$ cat src/rtl/sh_mtu.sv
// sh_mtu: multi-channel 16/32-bit timer unit with prescaler, external count
// clocks, compare A/B with output actions, clear/reload and SR/IER interrupts.
// Optional compare buffers BRA/BRB are built when SH_MTU_BUFFER_EN is defined.
module sh_mtu #(
    parameter int unsigned CH = 4,
    parameter int unsigned W  = 16
) (
    input  logic          clk_i,
    input  logic          rst_i,
    input  logic          ce_i,
    input  logic [3:0]    tclk_i,
    input  logic [6:0]    addr_i,
    input  logic [31:0]   wdata_i,
    input  logic          we_i,
    input  logic          req_i,
    output logic [31:0]   rdata_o,
    output logic [CH-1:0] tioca_o,
    output logic [CH-1:0] tiocb_o,
    output logic [CH-1:0] imia_irq_o,
    output logic [CH-1:0] imib_irq_o,
    output logic [CH-1:0] ovi_irq_o
);

`ifdef SH_MTU_BUFFER_EN
    localparam logic [11:0] CR_MASK = 12'hFFF;
`else
    localparam logic [11:0] CR_MASK = 12'hF3F;
`endif

    logic [5:0]    psc_q;
    logic [3:0]    tclk_q, ext_tick_q;
    logic [CH-1:0] str_q, str_d;
    logic [CH-1:0] tioca_q, tioca_d, tiocb_q, tiocb_d;
    logic [11:0]   cr_q   [CH];
    logic [11:0]   cr_d   [CH];
    logic [W-1:0]  tcnt_q [CH];
    logic [W-1:0]  tcnt_d [CH];
    logic [W-1:0]  gra_q  [CH];
    logic [W-1:0]  gra_d  [CH];
    logic [W-1:0]  grb_q  [CH];
    logic [W-1:0]  grb_d  [CH];
`ifdef SH_MTU_BUFFER_EN
    logic [W-1:0]  bra_q  [CH];
    logic [W-1:0]  bra_d  [CH];
    logic [W-1:0]  brb_q  [CH];
    logic [W-1:0]  brb_d  [CH];
`endif
    logic [3:0]    sr_q   [CH];
    logic [3:0]    sr_d   [CH];
    logic [3:0]    ier_q  [CH];
    logic [3:0]    ier_d  [CH];
    logic [3:0]    set_c  [CH];
    logic [CH-1:0] tick_c, ma_c, mb_c, wr_c;
    logic [31:0]   rdata_q, rd_c;

    logic [3:0] blk_c, ch_sel_c;
    logic [2:0] reg_sel_c;
    logic       ch_hit_c, bus_wr_c, bus_rd_c;
    logic       unused_wdata;

    assign blk_c     = addr_i[6:3];
    assign ch_sel_c  = blk_c - 4'd1;
    assign reg_sel_c = addr_i[2:0];
    assign ch_hit_c  = (blk_c != 4'd0) && (blk_c <= 4'(CH));
    assign bus_wr_c  = req_i & we_i;
    assign bus_rd_c  = req_i & ~we_i;
    assign unused_wdata = ^wdata_i;

    // Count tick source select: internal divider taps or registered ext edge.
    function automatic logic sel_tick(input logic [2:0] tpsc, input logic [5:0] psc,
                                      input logic [3:0] ext);
        if (tpsc[2]) return ext[tpsc[1:0]];
        case (tpsc[1:0])
            2'd0:    return 1'b1;
            2'd1:    return &psc[1:0];
            2'd2:    return &psc[3:0];
            default: return &psc;
        endcase
    endfunction

    // Compare-match output action.
    function automatic logic apply_oc(input logic cur, input logic [1:0] mode);
        case (mode)
            2'b01:   return 1'b0;
            2'b10:   return 1'b1;
            2'b11:   return ~cur;
            default: return cur;
        endcase
    endfunction

    // Next state for every channel: tick/compare effects first, bus write on top.
    always_comb begin
        str_d   = str_q;
        tioca_d = tioca_q;
        tiocb_d = tiocb_q;
        if (bus_wr_c && addr_i == 7'd0) str_d = wdata_i[CH-1:0];
        for (int i = 0; i < CH; i++) begin
            cr_d[i]   = cr_q[i];
            tcnt_d[i] = tcnt_q[i];
            gra_d[i]  = gra_q[i];
            grb_d[i]  = grb_q[i];
`ifdef SH_MTU_BUFFER_EN
            bra_d[i]  = bra_q[i];
            brb_d[i]  = brb_q[i];
`endif
            ier_d[i]  = ier_q[i];
            set_c[i]  = 4'b0;
            tick_c[i] = str_q[i] & sel_tick(cr_q[i][2:0], psc_q, ext_tick_q);
            ma_c[i]   = (tcnt_q[i] == gra_q[i]);
            mb_c[i]   = (tcnt_q[i] == grb_q[i]);
            wr_c[i]   = bus_wr_c & ch_hit_c & (ch_sel_c == 4'(i));

            if (tick_c[i]) begin
                if (ma_c[i]) begin
                    set_c[i][0] = 1'b1;
                    tioca_d[i]  = apply_oc(tioca_q[i], cr_q[i][9:8]);
`ifdef SH_MTU_BUFFER_EN
                    if (cr_q[i][6]) gra_d[i] = bra_q[i];
`endif
                end
                if (mb_c[i]) begin
                    set_c[i][1] = 1'b1;
                    tiocb_d[i]  = apply_oc(tiocb_q[i], cr_q[i][11:10]);
`ifdef SH_MTU_BUFFER_EN
                    if (cr_q[i][7]) grb_d[i] = brb_q[i];
`endif
                end
                if (!cr_q[i][5]) begin
                    if ((cr_q[i][4:3] == 2'b01 && ma_c[i]) ||
                        (cr_q[i][4:3] == 2'b10 && mb_c[i])) begin
                        tcnt_d[i] = '0;
                    end else begin
                        tcnt_d[i] = tcnt_q[i] + W'(1);
                        if (&tcnt_q[i]) set_c[i][2] = 1'b1;
                    end
                end else if (tcnt_q[i] == '0) begin
                    set_c[i][3] = 1'b1;
                    tcnt_d[i]   = (cr_q[i][4:3] == 2'b01) ? gra_q[i] : '1;
                end else begin
                    tcnt_d[i] = tcnt_q[i] - W'(1);
                end
            end

            if (wr_c[i]) begin
                case (reg_sel_c)
                    3'd0: cr_d[i]   = wdata_i[11:0] & CR_MASK;
                    3'd1: tcnt_d[i] = wdata_i[W-1:0];
                    3'd2: gra_d[i]  = wdata_i[W-1:0];
                    3'd3: grb_d[i]  = wdata_i[W-1:0];
`ifdef SH_MTU_BUFFER_EN
                    3'd4: bra_d[i]  = wdata_i[W-1:0];
                    3'd5: brb_d[i]  = wdata_i[W-1:0];
`endif
                    3'd7: ier_d[i]  = wdata_i[3:0];
                    default: ;
                endcase
            end
            sr_d[i] = (sr_q[i] & ~((wr_c[i] && reg_sel_c == 3'd6) ? wdata_i[3:0] : 4'b0))
                      | set_c[i];
        end
    end

    // Read mux; absent channels and unmapped words return 0.
    always_comb begin
        rd_c = '0;
        if (addr_i == 7'd0) rd_c = 32'(str_q);
        for (int i = 0; i < CH; i++) begin
            if (ch_hit_c && ch_sel_c == 4'(i)) begin
                case (reg_sel_c)
                    3'd0: rd_c = 32'(cr_q[i]);
                    3'd1: rd_c = 32'(tcnt_q[i]);
                    3'd2: rd_c = 32'(gra_q[i]);
                    3'd3: rd_c = 32'(grb_q[i]);
`ifdef SH_MTU_BUFFER_EN
                    3'd4: rd_c = 32'(bra_q[i]);
                    3'd5: rd_c = 32'(brb_q[i]);
`endif
                    3'd6: rd_c = 32'(sr_q[i]);
                    3'd7: rd_c = 32'(ier_q[i]);
                    default: rd_c = '0;
                endcase
            end
        end
    end

    // State registers; reset overrides CE, CE low freezes everything.
    always_ff @(posedge clk_i) begin
        if (rst_i) begin
            psc_q      <= '0;
            tclk_q     <= '0;
            ext_tick_q <= '0;
            str_q      <= '0;
            tioca_q    <= '0;
            tiocb_q    <= '0;
            rdata_q    <= '0;
            for (int i = 0; i < CH; i++) begin
                cr_q[i]   <= '0;
                tcnt_q[i] <= '0;
                gra_q[i]  <= '1;
                grb_q[i]  <= '1;
`ifdef SH_MTU_BUFFER_EN
                bra_q[i]  <= '1;
                brb_q[i]  <= '1;
`endif
                sr_q[i]   <= '0;
                ier_q[i]  <= '0;
            end
        end else if (ce_i) begin
            psc_q      <= psc_q + 6'd1;
            tclk_q     <= tclk_i;
            ext_tick_q <= tclk_i & ~tclk_q;
            str_q      <= str_d;
            tioca_q    <= tioca_d;
            tiocb_q    <= tiocb_d;
            if (bus_rd_c) rdata_q <= rd_c;
            for (int i = 0; i < CH; i++) begin
                cr_q[i]   <= cr_d[i];
                tcnt_q[i] <= tcnt_d[i];
                gra_q[i]  <= gra_d[i];
                grb_q[i]  <= grb_d[i];
`ifdef SH_MTU_BUFFER_EN
                bra_q[i]  <= bra_d[i];
                brb_q[i]  <= brb_d[i];
`endif
                sr_q[i]   <= sr_d[i];
                ier_q[i]  <= ier_d[i];
            end
        end
    end

    // Interrupt requests follow SR and IER directly.
    always_comb begin
        for (int i = 0; i < CH; i++) begin
            imia_irq_o[i] = sr_q[i][0] & ier_q[i][0];
            imib_irq_o[i] = sr_q[i][1] & ier_q[i][1];
            ovi_irq_o[i]  = (sr_q[i][2] & ier_q[i][2]) | (sr_q[i][3] & ier_q[i][3]);
        end
    end

    assign rdata_o = rdata_q;
    assign tioca_o = tioca_q;
    assign tiocb_o = tiocb_q;

endmodule

$ cat config.mk
export PLATFORM = sky130hd
export DESIGN_NAME = sh_mtu
export DESIGN_NICKNAME = d
export VERILOG_FILES = /design/src/rtl/sh_mtu.sv
export SDC_FILE = /design/constraint.sdc
export NUM_CORES = 1
export LEC_CHECK = 0
export ABC_AREA = 0
export ABC_CLOCK_PERIOD_IN_PS = 3900
export CAP_MARGIN = 30
export CORE_MARGIN = 4
export CORE_UTILIZATION = 30
export CTS_CLUSTER_SIZE = 25
export DETAILED_ROUTE_END_ITERATION = 7
export SYNTH_ARGS = -nofsm -noshare
export SYNTH_HDL_FRONTEND = slang
export SYNTH_SLANG_ARGS = --single-unit
$ cat constraint.sdc
create_clock -name clk_i -period 3.9 [get_ports clk_i]
set_input_delay 0.78 -clock clk_i [delete_from_list [all_inputs] [get_ports clk_i]]
set_output_delay 0.78 -clock clk_i [all_outputs]
set_load 0.1 [all_outputs]
==> results.tsv, run 1 <==
metric	value	unit
DIE WIDTH	263	µm
H-tree depth	2	
initial antenna violation count	5	
Final HPWL DP	53600	µm
TritonCTS clock tree	done	
dpl cell area	21000	µm²
CTS clk-pin slew, worst paths	60	ps
total CTS buffers	36	
GPL Wtd Cong	1.03	
Rel. slew slack	32.1	%
Starting Density	30.2	%
Leakage	7.24	nW
Area Growth Syn to Fin	14.0	%
R2R depth	7	
largest net degree at the start of global routing	72	
cell count after synthesis	1983	
final hold viol count	0	
MaxCap Viol Count	0	
Hold Path Sink	rdata_o[9]	
global route overflow	0	
most area-hungry cell type in the Yosys netlist	edfxtp_1	
DR vias	17153	
DIE AREA	69000	µm²
GR Util All Layers	20.4	%
I/O Buffers	67	
R2R Path Start	tcnt_q[2][11]	
reg2reg setup slack	510	ps
crit end category	flop	
crit path DAT	3700	ps
Post-synth EDFFs	264	
fmax	295	MHz
worst reg2reg path endpoint	tcnt_q[2][10]	
final core utilization	34.5	%
YS warnings	0	
#FFs+latches synth	306	
Final Slew Violations	0	
Root Driver	clkbuf_16	
HP Class	reg2reg	
Distinct cells, synth	77	
DR vias/cell	5.97	
Critical Setup Path Class	reg2reg	
commonest non-fill, non-tap cell in the layout	edfxtp_1	
first-pass GRT wire length	108000	µm
Site Rows	93	
clk sinks	306	
Worst Path Required	4210	ps
minimum clock period	3390	ps
fin nets	2048	
Detailed Routing Iterations Pass 1	5	
most frequent cells in the layout	264 x edfxtp_1, 135 x nand2_1, 112 x o21ai_0	
TNS Setup	0	ps
Main synth FF type	edfxtp_1	
unrepaired setup endpoints after global routing	false	
ys async rst share	0	%
VDD IR max	0.288	mV
Seq/Total Area, Yosys	45.1	%
Die Height	263	µm
WL final	74500	µm
Max clock buf depth	3	
crit path launch type	flop	
CP Max Fanout	27	
critical hold path startpoint	rdata_o[9]	
Max Clock Skew	15.8	ps
final worst-path cycle share	86.8	%
hold path depth	2	
Worst-Margin Slew	1020	ps
share of cells above drive strength 1	11.1	%
vias in the first global route	15981	
Starting DRT DRC Count	2238	
DRC Markers	0	
syn_area_per_cell	9.81	µm²
Design Area, Final	22200	µm²
latest clock arrival within the worst-skew pair	570	ps
Power Total	8.88	mW
Hold-fix buffers, CTS	0	
Boundary Pins	100	
Final setup viols	0	
core area	64300	µm²
largest cells by area after synthesis	edfxtp_1 41%, dfxtp_1 4.3%, xor2_1 4.1%, a22oi_1 3.7%, xnor2_1 3.7%	
pwr/cell area	401	nW/µm²
outcome	finished, final reports clean	
routed length per placed instance	25.9	µm
Synth top area share	40.7	%
Resized cells post-CTS	0	
Post-Syn Area	19500	µm²
setup bufs post-CTS	0	
Routed Antenna Nets	0	
[cell usage after synthesis, drive strengths merged, types with 51 or more instances]
cell type	instances
a21oi	87
buf	86
nand3	55
a22oi	97
edfxtp	264
o21ai	113
xor2	91
xnor2	83
nand2b	54
nand2	136
nor2	110
nor3	51
clkbuf	112
[registers in the layout, summed over array words and instances (netlist names)]
signal,flops
cr_q,40
ext_tick_q,4
gra_q,64
grb_q,64
ier_q,16
psc_q,6
rdata_o,16
sr_q,16
str_q,4
tclk_q,4
tcnt_q,64
tioca_o,4
tiocb_o,4
[metal layers]
metal | global-route usage, % | routed length [µm] | part of all wire (%) | up-vias
met1 | 28.2 | 31100 | 42 | 8536
met2 | 31.7 | 33200 | 45 | 939
met4 | 8.07 | 2950 | 4.0 | 4
li1 | - | - | - | 7529
met3 | 3.78 | 7170 | 9.6 | 145
met5 | 0 | 31 | 0.042 | -
[area by class of cell]
type / count / area [µm²]
antenna: 2 / 5.00
clock buffer: 52 / 1050
clock inverter: 14 / 134
fill: 6468 / 42200
inverter: 29 / 109
multi-input combinational: 1465 / 9740
sequential: 306 / 8770
tap: 855 / 1070
timing repair buffer: 149 / 1300
[report_power, final]
part | internal, mW | leakage, nW | switching [mW] | total, mW
sequential | 3.79 | 3.04 | 0.306 | 4.09
clock | 2.02 | 0.573 | 1.45 | 3.48
combinational | 0.466 | 3.62 | 0.848 | 1.31
[through the flow]
| step | hold WS (ps) | std cells | worst slack, ps |
|---|---|---|---|
| after CTS | 474 | 2869 | 581 |
| after global placement | 448 | 2803 | 443 |
| after detailed placement | 452 | 2803 | 403 |
| final | 474 | 2872 | 513 |
| after global routing | 490 | 2870 | 411 |
| after floorplan | 445 | 1998 | 1010 |
[kinds of logic after synthesis]
logic type / synth area share, %
and+or+nand+nor: 18.1
AOI/OAI and AO/OA: 19.8
DFF: 45.1
buffers and inverters: 5.41
xor gates and xnor gates: 7.83
muxes: 2.98
adders and majority gates: 0.836
other: 0.0193
[how the worst max path moves through the flow]
stage | start | end | slack, ps | depth (start not counted)
after floorplan | ce_i | sr_q[0][0] | 1010 | 3
after global placement | addr_i[6] | tcnt_q[1][3] | 440 | 8
after detailed placement | addr_i[6] | tcnt_q[1][3] | 400 | 8
after CTS | tcnt_q[2][11] | tcnt_q[2][10] | 580 | 7
after global routing | tcnt_q[1][8] | tcnt_q[1][14] | 410 | 6
final | tcnt_q[2][11] | tcnt_q[2][10] | 510 | 7
[worst max-delay path, stage by stage, from the launching register on]
cell,delay (ps)
edfxtp_1,600
nor4_2,610
nand4_1,290
or3b_1,780
or3_1,440
o211ai_1,140
o311a_1,210
a21oi_1,60
Power figures use the tool's default switching activity.
==> run 2, diff against run 1 <==
--- a/config.mk
+++ b/config.mk
@@ -9,9 +9,10 @@
 export ABC_CLOCK_PERIOD_IN_PS = 3900
 export CAP_MARGIN = 30
 export CORE_MARGIN = 4
-export CORE_UTILIZATION = 30
+export CORE_UTILIZATION = 60
 export CTS_CLUSTER_SIZE = 25
 export DETAILED_ROUTE_END_ITERATION = 7
+export PLACE_DENSITY = 0.8
 export SYNTH_ARGS = -nofsm -noshare
 export SYNTH_HDL_FRONTEND = slang
 export SYNTH_SLANG_ARGS = --single-unit
==> run 2 against run 1 <==
Sequential power hardly changed. Routed wire length down 7.9%. Total power is essentially flat. Clock-buffer cell count down 4. Worst setup slack better by 82 ps. Via count up 2.2%. Cell count decreased by 15%. Sequential share of layout area rose by 1.2 points.
==> results.tsv, run 2 (synthesis gave the netlist of run 1 again) <==
metric	value	unit	change
crit end category	flop		
pwr/cell area	413	nW/µm²	+3.0%
top flop regs	gra_q: 64 flops, grb_q: 64 flops, tcnt_q: 64 flops		
largest net degree at the start of global routing	42		-42%
global route overflow	0		unchanged
CP Max Fanout	27		unchanged
post-route non-filler standard cell count	2430		-15%
Worst-Margin Slew	1010	ps	-4.30 ps
Buf/Inv on CP	0		unchanged
final hold viol count	0		unchanged
Critical Path Slowest Stage Cell	or3b_1		
fin nets	2029		-0.93%
cell family with most CP delay	simple AND/OR/NAND/NOR gates		
Final Slew Violations	0		unchanged
routed length per placed instance	28.2	µm	+8.8%
Reg area	8770	µm²	unchanged
outcome	finished, final reports clean		
minimum clock period	3300	ps	-82.4 ps
initial antenna violation count	5		unchanged
Site Rows	65		-30%
multi-input logic area	9740	µm²	unchanged
Fillers	2432		-62%
share of cells above drive strength 1	10.1	%	-0.94 points
Largest stage delay, worst path	760	ps	-20 ps
Starting DRT DRC Count	2804		+25%
core area	31800	µm²	-51%
Final HPWL DP	48100	µm	-10%
commonest non-fill, non-tap cell in the layout	edfxtp_1		
Resized cells post-CTS	0		unchanged
R2R depth	6		-1
DIE WIDTH	188	µm	-28%
TritonCTS clock tree	done		
DIE AREA	35400	µm²	-49%
Max Clock Skew	11.9	ps	-3.95 ps
first-pass GRT wire length	102000	µm	-6.0%
Routed Antenna Nets	0		unchanged
vias in the first global route	16102		+0.76%
latest clock arrival within the worst-skew pair	530	ps	-40 ps
DR vias	17532		+2.2%
clk sinks	306		unchanged
Leakage	7.16	nW	-1.1%
MaxCap Viol Count	0		unchanged
crit path launch type	flop		
Die Height	188	µm	-28%
most frequent cells in the layout	264 x edfxtp_1, 135 x nand2_1, 112 x o21ai_0		
final worst-path cycle share	84.7	%	-2.1 points
GR Util All Layers	37.4	%	+17 points
VDD IR max	0.344	mV	+19%
crit path DAT	3580	ps	-120 ps
total CTS buffers	34		-5.6%
Final setup viols	0		unchanged
Area Growth Syn to Fin	10.7	%	
unrepaired setup endpoints after global routing	false		
DRC Markers	0		unchanged
Crit path depth	6		-1
WL final	68600	µm	-7.9%
Power Total	8.89	mW	about the same
setup bufs post-CTS	0		unchanged
DR vias/cell	7.21		+21%
Boundary Pins	100		unchanged
Rel. slew slack	32.3	%	+0.25 points
CP Cell Sequence	nor4_4, nand4_1, or3b_1, o311ai_0, o311a_1, a21oi_1		
GPL Wtd Cong	1.01		-2.4%
I/O Buffers	67		unchanged
TNS Setup	0	ps	unchanged
HP Class	reg2reg		
hold path depth	1		-1
H-tree depth	2		unchanged
Placed Cells	2367		-16%
Critical Setup Path Class	reg2reg		
CTS clk-pin slew, worst paths	60	ps	about the same
Detailed Routing Iterations Pass 1	7		+2
Max clock buf depth	3		unchanged
reg2reg setup slack	600	ps	+80 ps
Root Driver	clkbuf_16		
Starting Density	61.2	%	+31 points
Hold-fix buffers, CTS	0		unchanged
final core utilization	67.7	%	+33 points
fmax	303	MHz	+2.5%
Worst Path Required	4170	ps	-40 ps
run 2: area by class of cell:
type / instances / area share [%]
diodes: 1 / 0.0116
repair buffers: 132 / 5.42
clock buffers: 48 / 4.77
well taps: 435 / 2.53
inverters: 29 / 0.505
multi-input cells: 1465 / 45.2
flip-flops and latches: 306 / 40.7
clock inverters: 14 / 0.865
run 2: path summary, 6_finish.rpt:
path,endpoint,from
max,tcnt_q[2][7],tcnt_q[2][4]
min,tioca_o[2],cr_q[2][8]
max reg2reg,tcnt_q[2][7],tcnt_q[2][4]
min reg2reg,tioca_o[2],cr_q[2][8]
run 2: per-layer routing:
| metal | track usage [%] | share of wire [%] |
|---|---|---|
| met3 | 11.8 | 15 |
| met5 | 0 | 0.10 |
| met2 | 54.4 | 43 |
| met4 | 17.9 | 6.3 |
| met1 | 51.1 | 37 |
run 2: per-stage QoR:
| step | cell area, µm² | setup slack, ps | hold WS [ps] |
|---|---|---|---|
| 2_1_floorplan | 19500 | 1010 | 445 |
| 3_3_place_gp | 20300 | 256 | 458 |
| 3_5_place_dp | 20300 | 201 | 476 |
| 4_1_cts | 21500 | 708 | 479 |
| 5_1_grt | 21500 | 456 | 507 |
| 6_report | 21500 | 596 | 489 |
run 2: power breakdown:
part / internal, mW / total (mW) / switching (mW) / leakage [nW]
Sequential: 3.79 / 4.11 / 0.321 / 3.04
Clock: 2.12 / 3.52 / 1.40 / 0.595
Combinational: 0.454 / 1.27 / 0.812 / 3.52
Total: 6.36 / 8.89 / 2.53 / 7.16
